$ cat src/rtl/mem_bus_arbiter_pkg.sv
// Shared definitions for the two-port memory bus arbiter: FSM encodings,
// port indices and the read/write encoding used by the CPU core.
package mem_bus_arbiter_pkg;

  typedef enum logic [1:0] {
    ST_IDLE  = 2'd0,
    ST_ISSUE = 2'd1,
    ST_WAIT  = 2'd2,
    ST_DONE  = 2'd3
  } arb_state_e;

  // Port 0 is the 65c816 core, port 1 the loader / debug DMA master.
  localparam logic PORT_CPU = 1'b0;
  localparam logic PORT_AUX = 1'b1;

  // Matches the CPU's which_rdwr encoding: 0 = read, 1 = write.
  typedef enum logic {
    RDWR_READ  = 1'b0,
    RDWR_WRITE = 1'b1
  } rdwr_e;

  // Timeout counter width; compared for equality only.
  localparam int CNT_W = 8;

  // Per-port one-hot strobe for the granted port index.
  function automatic logic [1:0] port_onehot(input logic p);
    return p ? 2'b10 : 2'b01;
  endfunction

endpackage

$ cat src/rtl/mem_arb_rr_pick.sv
// Two-way round-robin picker. Holds last_grant; on a tie the port that did
// not win last time gets the bus. last_grant resets to the aux port so the
// CPU wins the first tie after reset.
module mem_arb_rr_pick
  import mem_bus_arbiter_pkg::*;
(
  input  logic       clk,
  input  logic       rst,
  input  logic [1:0] req,
  input  logic       grant_en,
  output logic       gnt_idx,
  output logic       gnt_vld
);

  logic last_grant_q, last_grant_d;

  // Winner selection: single requester wins outright, tie goes to the other port.
  always_comb begin
    gnt_vld = |req;
    if (&req)
      gnt_idx = ~last_grant_q;
    else if (req[PORT_CPU])
      gnt_idx = PORT_CPU;
    else
      gnt_idx = PORT_AUX;
  end

  // Remember the winner only when a grant is actually taken.
  always_comb begin
    last_grant_d = last_grant_q;
    if (grant_en && gnt_vld)
      last_grant_d = gnt_idx;
  end

  // last_grant register.
  always_ff @(posedge clk or posedge rst) begin
    if (rst) last_grant_q <= PORT_AUX;
    else     last_grant_q <= last_grant_d;
  end

endmodule

$ cat src/rtl/mem_bus_arbiter.sv
// Two-port memory bus arbiter / sequencer in front of the shared test RAM.
// IDLE picks and latches a request, ISSUE drives it for one cycle (write
// strobe here only), WAIT polls data_ready with a timeout, DONE pulses the
// per-port done/err strobe for one cycle.
module mem_bus_arbiter
  import mem_bus_arbiter_pkg::*;
#(
  parameter int ADDR_WIDTH     = 24,
  parameter int DATA_WIDTH     = 8,
  parameter int TIMEOUT_CYCLES = 15
) (
  input  logic                  clk,
  input  logic                  rst,
  input  logic [1:0]            req,
  input  logic [1:0]            we,
  input  logic [ADDR_WIDTH-1:0] addr0,
  input  logic [ADDR_WIDTH-1:0] addr1,
  input  logic [DATA_WIDTH-1:0] wdata0,
  input  logic [DATA_WIDTH-1:0] wdata1,
  output logic [1:0]            done,
  output logic [1:0]            err,
  output logic [DATA_WIDTH-1:0] rdata,
  output logic                  ram_we,
  output logic [ADDR_WIDTH-1:0] ram_addr,
  output logic [DATA_WIDTH-1:0] ram_data_in,
  input  logic [DATA_WIDTH-1:0] ram_data_out,
  input  logic                  ram_data_ready
);

  localparam logic [CNT_W-1:0] TIMEOUT_CNT = CNT_W'(TIMEOUT_CYCLES);

  arb_state_e            state_q, state_d;
  logic                  port_q, port_d;
  rdwr_e                 we_q, we_d;
  logic                  err_flag_q, err_flag_d;
  logic [ADDR_WIDTH-1:0] addr_q, addr_d;
  logic [DATA_WIDTH-1:0] wdata_q, wdata_d;
  logic [DATA_WIDTH-1:0] rdata_q, rdata_d;
  logic [CNT_W-1:0]      cnt_q, cnt_d, cnt_inc;

  logic                  gnt_idx, gnt_vld, grant_en;

  mem_arb_rr_pick u_pick (
    .clk      (clk),
    .rst      (rst),
    .req      (req),
    .grant_en (grant_en),
    .gnt_idx  (gnt_idx),
    .gnt_vld  (gnt_vld)
  );

  // Next-state logic: latch on grant, count WAIT cycles, capture read data.
  always_comb begin
    state_d    = state_q;
    port_d     = port_q;
    we_d       = we_q;
    addr_d     = addr_q;
    wdata_d    = wdata_q;
    rdata_d    = rdata_q;
    err_flag_d = err_flag_q;
    cnt_d      = cnt_q;
    grant_en   = 1'b0;
    cnt_inc    = cnt_q + 1'b1;
    case (state_q)
      ST_IDLE: begin
        grant_en = 1'b1;
        if (gnt_vld) begin
          port_d  = gnt_idx;
          we_d    = rdwr_e'(we[gnt_idx]);
          addr_d  = gnt_idx ? addr1 : addr0;
          wdata_d = gnt_idx ? wdata1 : wdata0;
          state_d = ST_ISSUE;
        end
      end
      ST_ISSUE: begin
        // Ready during ISSUE is deliberately not looked at.
        cnt_d      = '0;
        err_flag_d = 1'b0;
        state_d    = ST_WAIT;
      end
      ST_WAIT: begin
        if (ram_data_ready) begin
          // Captured for writes too; the RAM's output is what it is.
          rdata_d    = ram_data_out;
          err_flag_d = 1'b0;
          state_d    = ST_DONE;
        end else if (cnt_inc == TIMEOUT_CNT) begin
          rdata_d    = '1;
          err_flag_d = 1'b1;
          cnt_d      = cnt_inc;
          state_d    = ST_DONE;
        end else begin
          cnt_d = cnt_inc;
        end
      end
      ST_DONE: state_d = ST_IDLE;
      default: state_d = ST_IDLE;
    endcase
  end

  // State and latched-request registers.
  always_ff @(posedge clk or posedge rst) begin
    if (rst) begin
      state_q    <= ST_IDLE;
      port_q     <= PORT_CPU;
      we_q       <= RDWR_READ;
      err_flag_q <= 1'b0;
      addr_q     <= '0;
      wdata_q    <= '0;
      rdata_q    <= '0;
      cnt_q      <= '0;
    end else begin
      state_q    <= state_d;
      port_q     <= port_d;
      we_q       <= we_d;
      err_flag_q <= err_flag_d;
      addr_q     <= addr_d;
      wdata_q    <= wdata_d;
      rdata_q    <= rdata_d;
      cnt_q      <= cnt_d;
    end
  end

  // Strobes decode straight from state so reset kills them immediately.
  always_comb begin
    done   = 2'b00;
    err    = 2'b00;
    ram_we = 1'b0;
    if (state_q == ST_ISSUE)
      ram_we = (we_q == RDWR_WRITE);
    if (state_q == ST_DONE) begin
      if (err_flag_q) err  = port_onehot(port_q);
      else            done = port_onehot(port_q);
    end
  end

  assign ram_addr    = addr_q;
  assign ram_data_in = wdata_q;
  assign rdata       = rdata_q;

endmodule

$ cat config.mk
export PLATFORM = sky130hd
export DESIGN_NAME = mem_bus_arbiter
export DESIGN_NICKNAME = d
export VERILOG_FILES = /design/src/rtl/mem_bus_arbiter_pkg.sv /design/src/rtl/mem_arb_rr_pick.sv /design/src/rtl/mem_bus_arbiter.sv
export SDC_FILE = /design/constraint.sdc
export NUM_CORES = 1
export LEC_CHECK = 0
export BUFFER_PORTS_ARGS = -buffer_cell sky130_fd_sc_hd__buf_2
export CAP_MARGIN = 20
export CELL_PAD_IN_SITES_DETAIL_PLACEMENT = 0
export CELL_PAD_IN_SITES_GLOBAL_PLACEMENT = 1
export CORE_MARGIN = 4
export CORE_UTILIZATION = 30
export DETAILED_ROUTE_END_ITERATION = 6
export HOLD_SLACK_MARGIN = 0.06
export PLACE_DENSITY_LB_ADDON = 0.15
export SYNTH_ARGS = -nofsm -noshare
export SYNTH_HDL_FRONTEND = slang
export SYNTH_SLANG_ARGS = --single-unit
$ cat constraint.sdc
create_clock -name clk -period 2.4 [get_ports clk]
set_clock_uncertainty 0.05 [all_clocks]
set_input_delay 0 -clock clk [delete_from_list [all_inputs] [get_ports clk]]
set_output_delay 0 -clock clk [all_outputs]
set_load 0.01 [all_outputs]
# ---- After elaboration in Yosys (flattened, before gate mapping)
# Cells that the tools add are included.
dict set report word_totals {
  ff_bits 54
  word_cells 54
}
dict set report classes {
  add_sub_neg 1
  n_lt_le_gt_ge 1
  n_eq_ne 7
  muxes 24
  bitwise_logic 1
  n_reduce_logical 11
}
# operator n
set op_table {}
lappend op_table {{$mux 8} 4}
lappend op_table {{$mux 24} 1}
lappend op_table {{$mux 2} 8}
lappend op_table {{$pmux 8 s2} 1}
lappend op_table {{$reduce_and 2->1} 6}
lappend op_table {{$add 8x1->8 const B} 1}
lappend op_table {{$eq 8x4->1 const B} 1}
lappend op_table {{$mux 1} 8}
lappend op_table {{$pmux 2 s4} 1}
lappend op_table {{$eq 2x2->1 const B} 2}
lappend op_table {{$reduce_bool 2->1} 2}
lappend op_table {{$ne 3x3->1 const B} 1}
lappend op_table {{$eq 2x1->1 const B} 1}
lappend op_table {{$logic_not 2->1} 1}
lappend op_table {{$lt 1x2->1 const B} 1}
lappend op_table {{$ne 2x1->1 const B} 1}
lappend op_table {{$ne 2x2->1 const B} 1}
lappend op_table {{$pmux 1 s2} 1}
lappend op_table {{$reduce_or 2->1} 1}
lappend op_table {{$logic_and 1x1->1} 1}
lappend op_table {{$not 1->1} 1}

# ---- Depth between registers and ports, before layout
dict set report depth {
  depth_word 5
  mapped_depth 8
  mapped_depth_nobuf 7
}

# ---- Modules after synthesis
# From an unflattened synthesis, not the netlist that was laid out.
dict set report hier_totals {
  hier_cells 272
  hier_area_um2 2667.6
}
# mod n_inst cells_each area_per_inst_um2
set modules_own_cells {}
lappend modules_own_cells {mem_bus_arbiter 1 265 2611.3}
lappend modules_own_cells {mem_arb_rr_pick 1 7 56.3}

# ---- Least setup slack after synthesis
# OpenSTA, ideal clock, no wires.
dict set report synth_path {
  path_kind {reg2reg}
  from {register cnt_q[1]}
  to {register state_q[1]}
  setup_time_ns 0.131
  arrival_time_ns 1.748
  required_time_ns 2.219
  setup_slack_ns 0.470
  stages_incl_launch_ff 7
  n_path_buf 0
  synth_period_minus_slack_ns 1.930
  path_cell_list {dfrtp_1 -> ha_1 -> nand3_1 -> or4b_1 -> o311ai_2 -> a21oi_2 -> or3_1}
}
dict set report synth_via {
  elab_chain_cells 4
}
# item line
set synth_rtl {}
lappend synth_rtl {{start, declared} mem_bus_arbiter.sv:39} ;# logic [CNT_W-1:0] cnt_q, cnt_d, cnt_inc;
lappend synth_rtl {{start signal, assigned} mem_bus_arbiter.sv:120} ;# cnt_q <= cnt_d;
lappend synth_rtl {{$add 8x1->8} mem_bus_arbiter.sv:63} ;# cnt_inc = cnt_q + 1'b1;
lappend synth_rtl {{$eq 8x4->1} mem_bus_arbiter.sv:87} ;# end else if (cnt_inc == TIMEOUT_CNT) begin
lappend synth_rtl {{$ne 3x3->1 (no source line)} -}
lappend synth_rtl {{$reduce_and 2->1 (no source line)} -}
lappend synth_rtl {{end signal, assigned} mem_bus_arbiter.sv:113} ;# state_q <= state_d;
lappend synth_rtl {{end, declared} mem_bus_arbiter.sv:32} ;# arb_state_e state_q, state_d;
# No other way between the ends.
# A chain may end at the register's enable or synchronous reset.

# ---- Worst setup path in the final report
dict set report layout_path {
  from {register u_pick.last_grant_q}
  to {register addr_q[16] (netlist: ram_addr[16])}
}
dict set report layout_via {
  elab_chain_cells 3
}
# item line
set layout_rtl {}
lappend layout_rtl {{start, declared} mem_arb_rr_pick.sv:15} ;# logic last_grant_q, last_grant_d;
lappend layout_rtl {{start signal, assigned} mem_arb_rr_pick.sv:38} ;# else last_grant_q <= last_grant_d;
lappend layout_rtl {{$not 1->1} mem_arb_rr_pick.sv:21} ;# gnt_idx = ~last_grant_q;
lappend layout_rtl {{$mux 1} mem_arb_rr_pick.sv:20} ;# if (&req)
lappend layout_rtl {{$mux 24} mem_bus_arbiter.sv:70} ;# addr_d = gnt_idx ? addr1 : addr0;
lappend layout_rtl {{end signal, assigned} mem_bus_arbiter.sv:117} ;# addr_q <= addr_d;
lappend layout_rtl {{end, declared} mem_bus_arbiter.sv:36} ;# logic [ADDR_WIDTH-1:0] addr_q, addr_d;
# No other way between the ends.

==> results.json <==
{
  "worst_ep_required_time_ps": 2540,
  "rsz0062_at_grt": "no",
  "wl_um": 7957,
  "antenna_left": 0,
  "synth_top_area_share_pct": 47.53,
  "grt_max_degree": 57,
  "cts_buffers": 5,
  "ios": 124,
  "drt-pass1-iter-count": 4,
  "fp.dieH_um": 104.4,
  "cp.arrival_ps": 2300,
  "maxSlewViolCount": 0,
  "final_hold_viol_count": 0,
  "ys.flop_type": "dfrtp_1",
  "drtIter0Drc": 89,
  "htreeDepth": 2,
  "cts_tree": "yes",
  "ctsRootBufferMaster": "clkbuf_8",
  "hp-class": "in -> reg",
  "viasPerCell": 4.585,
  "port_buffers": 123,
  "p_leak_nw": 2.251,
  "fp.coreArea_um2": 8891,
  "cts_num_sinks": 54,
  "ir_worst_vdd_uv": 397.5,
  "dr_total_vias": 2728,
  "n_antenna_cell": 0,
  "yosysUniqueCellTypes": 39,
  "yosys_warnings": 0,
  "slew_headroom_pct": 54.58,
  "async_flop_share_pct": 100.0,
  "dp_cells": 512,
  "cts_hold_buf": 75,
  "drc": 0,
  "instances_no_fill": 595,
  "path_class": "reg -> reg",
  "synth_cells": 290,
  "synth_seq_cells": 54,
  "end_kind": "flip-flop",
  "maxCapViolations": 0,
  "die_area_um2": 10910,
  "grt-ovfl-total": 0,
  "path_max_fanout": 20,
  "synth_area_leaders": "dfrtp_1 (48%), mux2i_1 (12%), o21ai_0 (7.2%), nand2_1 (6.5%), ha_1 (3.1%)",
  "first_global_vias": 2791,
  "tightestPinTransition_ps": 680.3,
  "areaGrowthSynthToFinish_pct": 58.83,
  "p_per_area_nw_per_um2": 911.2,
  "yosysMostFrequentCell": "dfrtp_1",
  "synthesis.area_um2": 2790,
  "cts_resized": 0,
  "place_congestion": 0.7734,
  "rows": 34,
  "finalSetupTns_ps": 0,
  "clockBufferDepth": 2,
  "seq_area_frac_synth_pct": 48.48,
  "start_util_pct": 31.38,
  "worst_slack_ps": 240.3,
  "syn-num-nets": 376,
  "dieWidth_um": 104.4,
  "wl_per_cell_um": 13.37,
  "cp-start-kind": "flip-flop",
  "synth_common_cells": "dfrtp_1 (53), nand2_1 (48), o21ai_0 (40), mux2i_1 (34), nor2_1 (16)",
  "track_usage_pct": 14.73,
  "cts.clk_slew.worst_paths_ps": 100,
  "nets": 572,
  "synth-edff-count": 0,
  "min_period_ps": 2160,
  "ff2ff_setup_slack_ps": 240,
  "synth.avg_cell_area_um2": 9.621,
  "fmax_mhz": 463.0,
  "dpl.hpwl_um": 5598,
  "status": "finished, final reports clean",
  "yosys.area.top_type": "dfrtp_1",
  "grt_antenna_before_repair": 0,
  "drive_above_1_share_pct": 30.39,
  "dp_slack_ps": 330.8,
  "clk_latency_ps": 300,
  "finalCritPeriodShare_pct": 89.99,
  "grt_pass1_wl_um": 13230,
  "cts_setup_buffers": 0,
  "setup_viol": 0
}
layout by cell type, fill, tap and decap left out, types with 2 or more instances in the layout:
cell / n
buf_2: 123
dlygate4sd3_1: 75
dfrtp_1: 53
nand2_1: 48
o21ai_0: 39
mux2i_1: 34
nor2_1: 16
a21oi_1: 11
o22ai_1: 11
ha_1: 7
clkbuf_8: 7
inv_1: 5
and2_1: 5
buf_4: 5
nor2b_1: 4
nand3_1: 4
and3_1: 3
nor3b_1: 3
xnor2_1: 3
o21ai_4: 2
and4_1: 2
o21ai_1: 2
mux2_2: 2
buf_12: 2
power breakdown:
group	internal (W)	switching, W	total [W]
Clock	0.000265	0.000304	0.000569
Sequential	0.00130	0.000241	0.00154
Combinational	0.000905	0.00102	0.00193
Total	0.00247	0.00157	0.00404
state kept, by name (all words and copies together) (netlist names):
signal,cells
ram_data_in,8
state_q,2
port_q,1
ram_addr,24
rdata,8
err_flag_q,1
u_pick.last_grant_q,1
cnt_q,8
we_q,1
critical path, cell delays in order (launching register included):
cell	delay [ps]
dfstp_2	400
o21ai_4	460
buf_12	260
mux2i_1	220
dlygate4sd3_1	570
o21ai_0	70
path summary, 6_finish.rpt:
path,cells past startpoint,endpoint,startpoint
max in group asynchronous,4,u_pick.last_grant_q,rst
min,4,ram_addr[10],req[1]
max,5,ram_addr[16],u_pick.last_grant_q
min reg2reg,2,we_q,we_q
max reg2reg,5,ram_addr[16],u_pick.last_grant_q
min in group asynchronous,3,ram_addr[17],rst
metal layers:
layer	global-route usage (%)	vias to the layer above	routed length, µm
met2	26.15	76	3954
met4	2.849	0	51
met5	0	-	0
li1	-	1401	-
met1	18.03	1244	3452
met3	3.786	7	499
stage by stage:
step / utilization [%] / area [µm²] / power (W) / hold slack [ps]
floorplan: - / 2790 / 0.002613 / 130.4
global placement: 40.22 / 3576 / 0.003334 / 99.83
detailed placement: 40.22 / 3576 / 0.003369 / 96.97
CTS: 49.85 / 4432 / 0.004099 / 83.17
global route: 49.85 / 4432 / 0.004408 / 93.29
finish: 49.85 / 4432 / 0.004038 / 85.13
cell type report:
type                       count  area, µm²
inverter                       7      26.28
sequential                    54       1353
fill                         832       4459
timing repair buffer         205       1444
clock inverter                 1      8.758
tap                          108      135.1
multi-input combinational    213       1369
clock buffer                   7      96.34
cell families after synthesis:
group | count (synthesis) | share of synthesized area (%)
AND/OR/NAND/NOR | 93 | 15.87
buffers and inverters | 23 | 3.273
XOR/XNOR | 4 | 1.256
AO/OA/AOI/OAI | 73 | 14.98
flip-flops | 54 | 48.48
adder cells (fa/ha/maj) | 7 | 3.139
multiplexers | 36 | 13.00
Power figures use the tool's default switching activity.
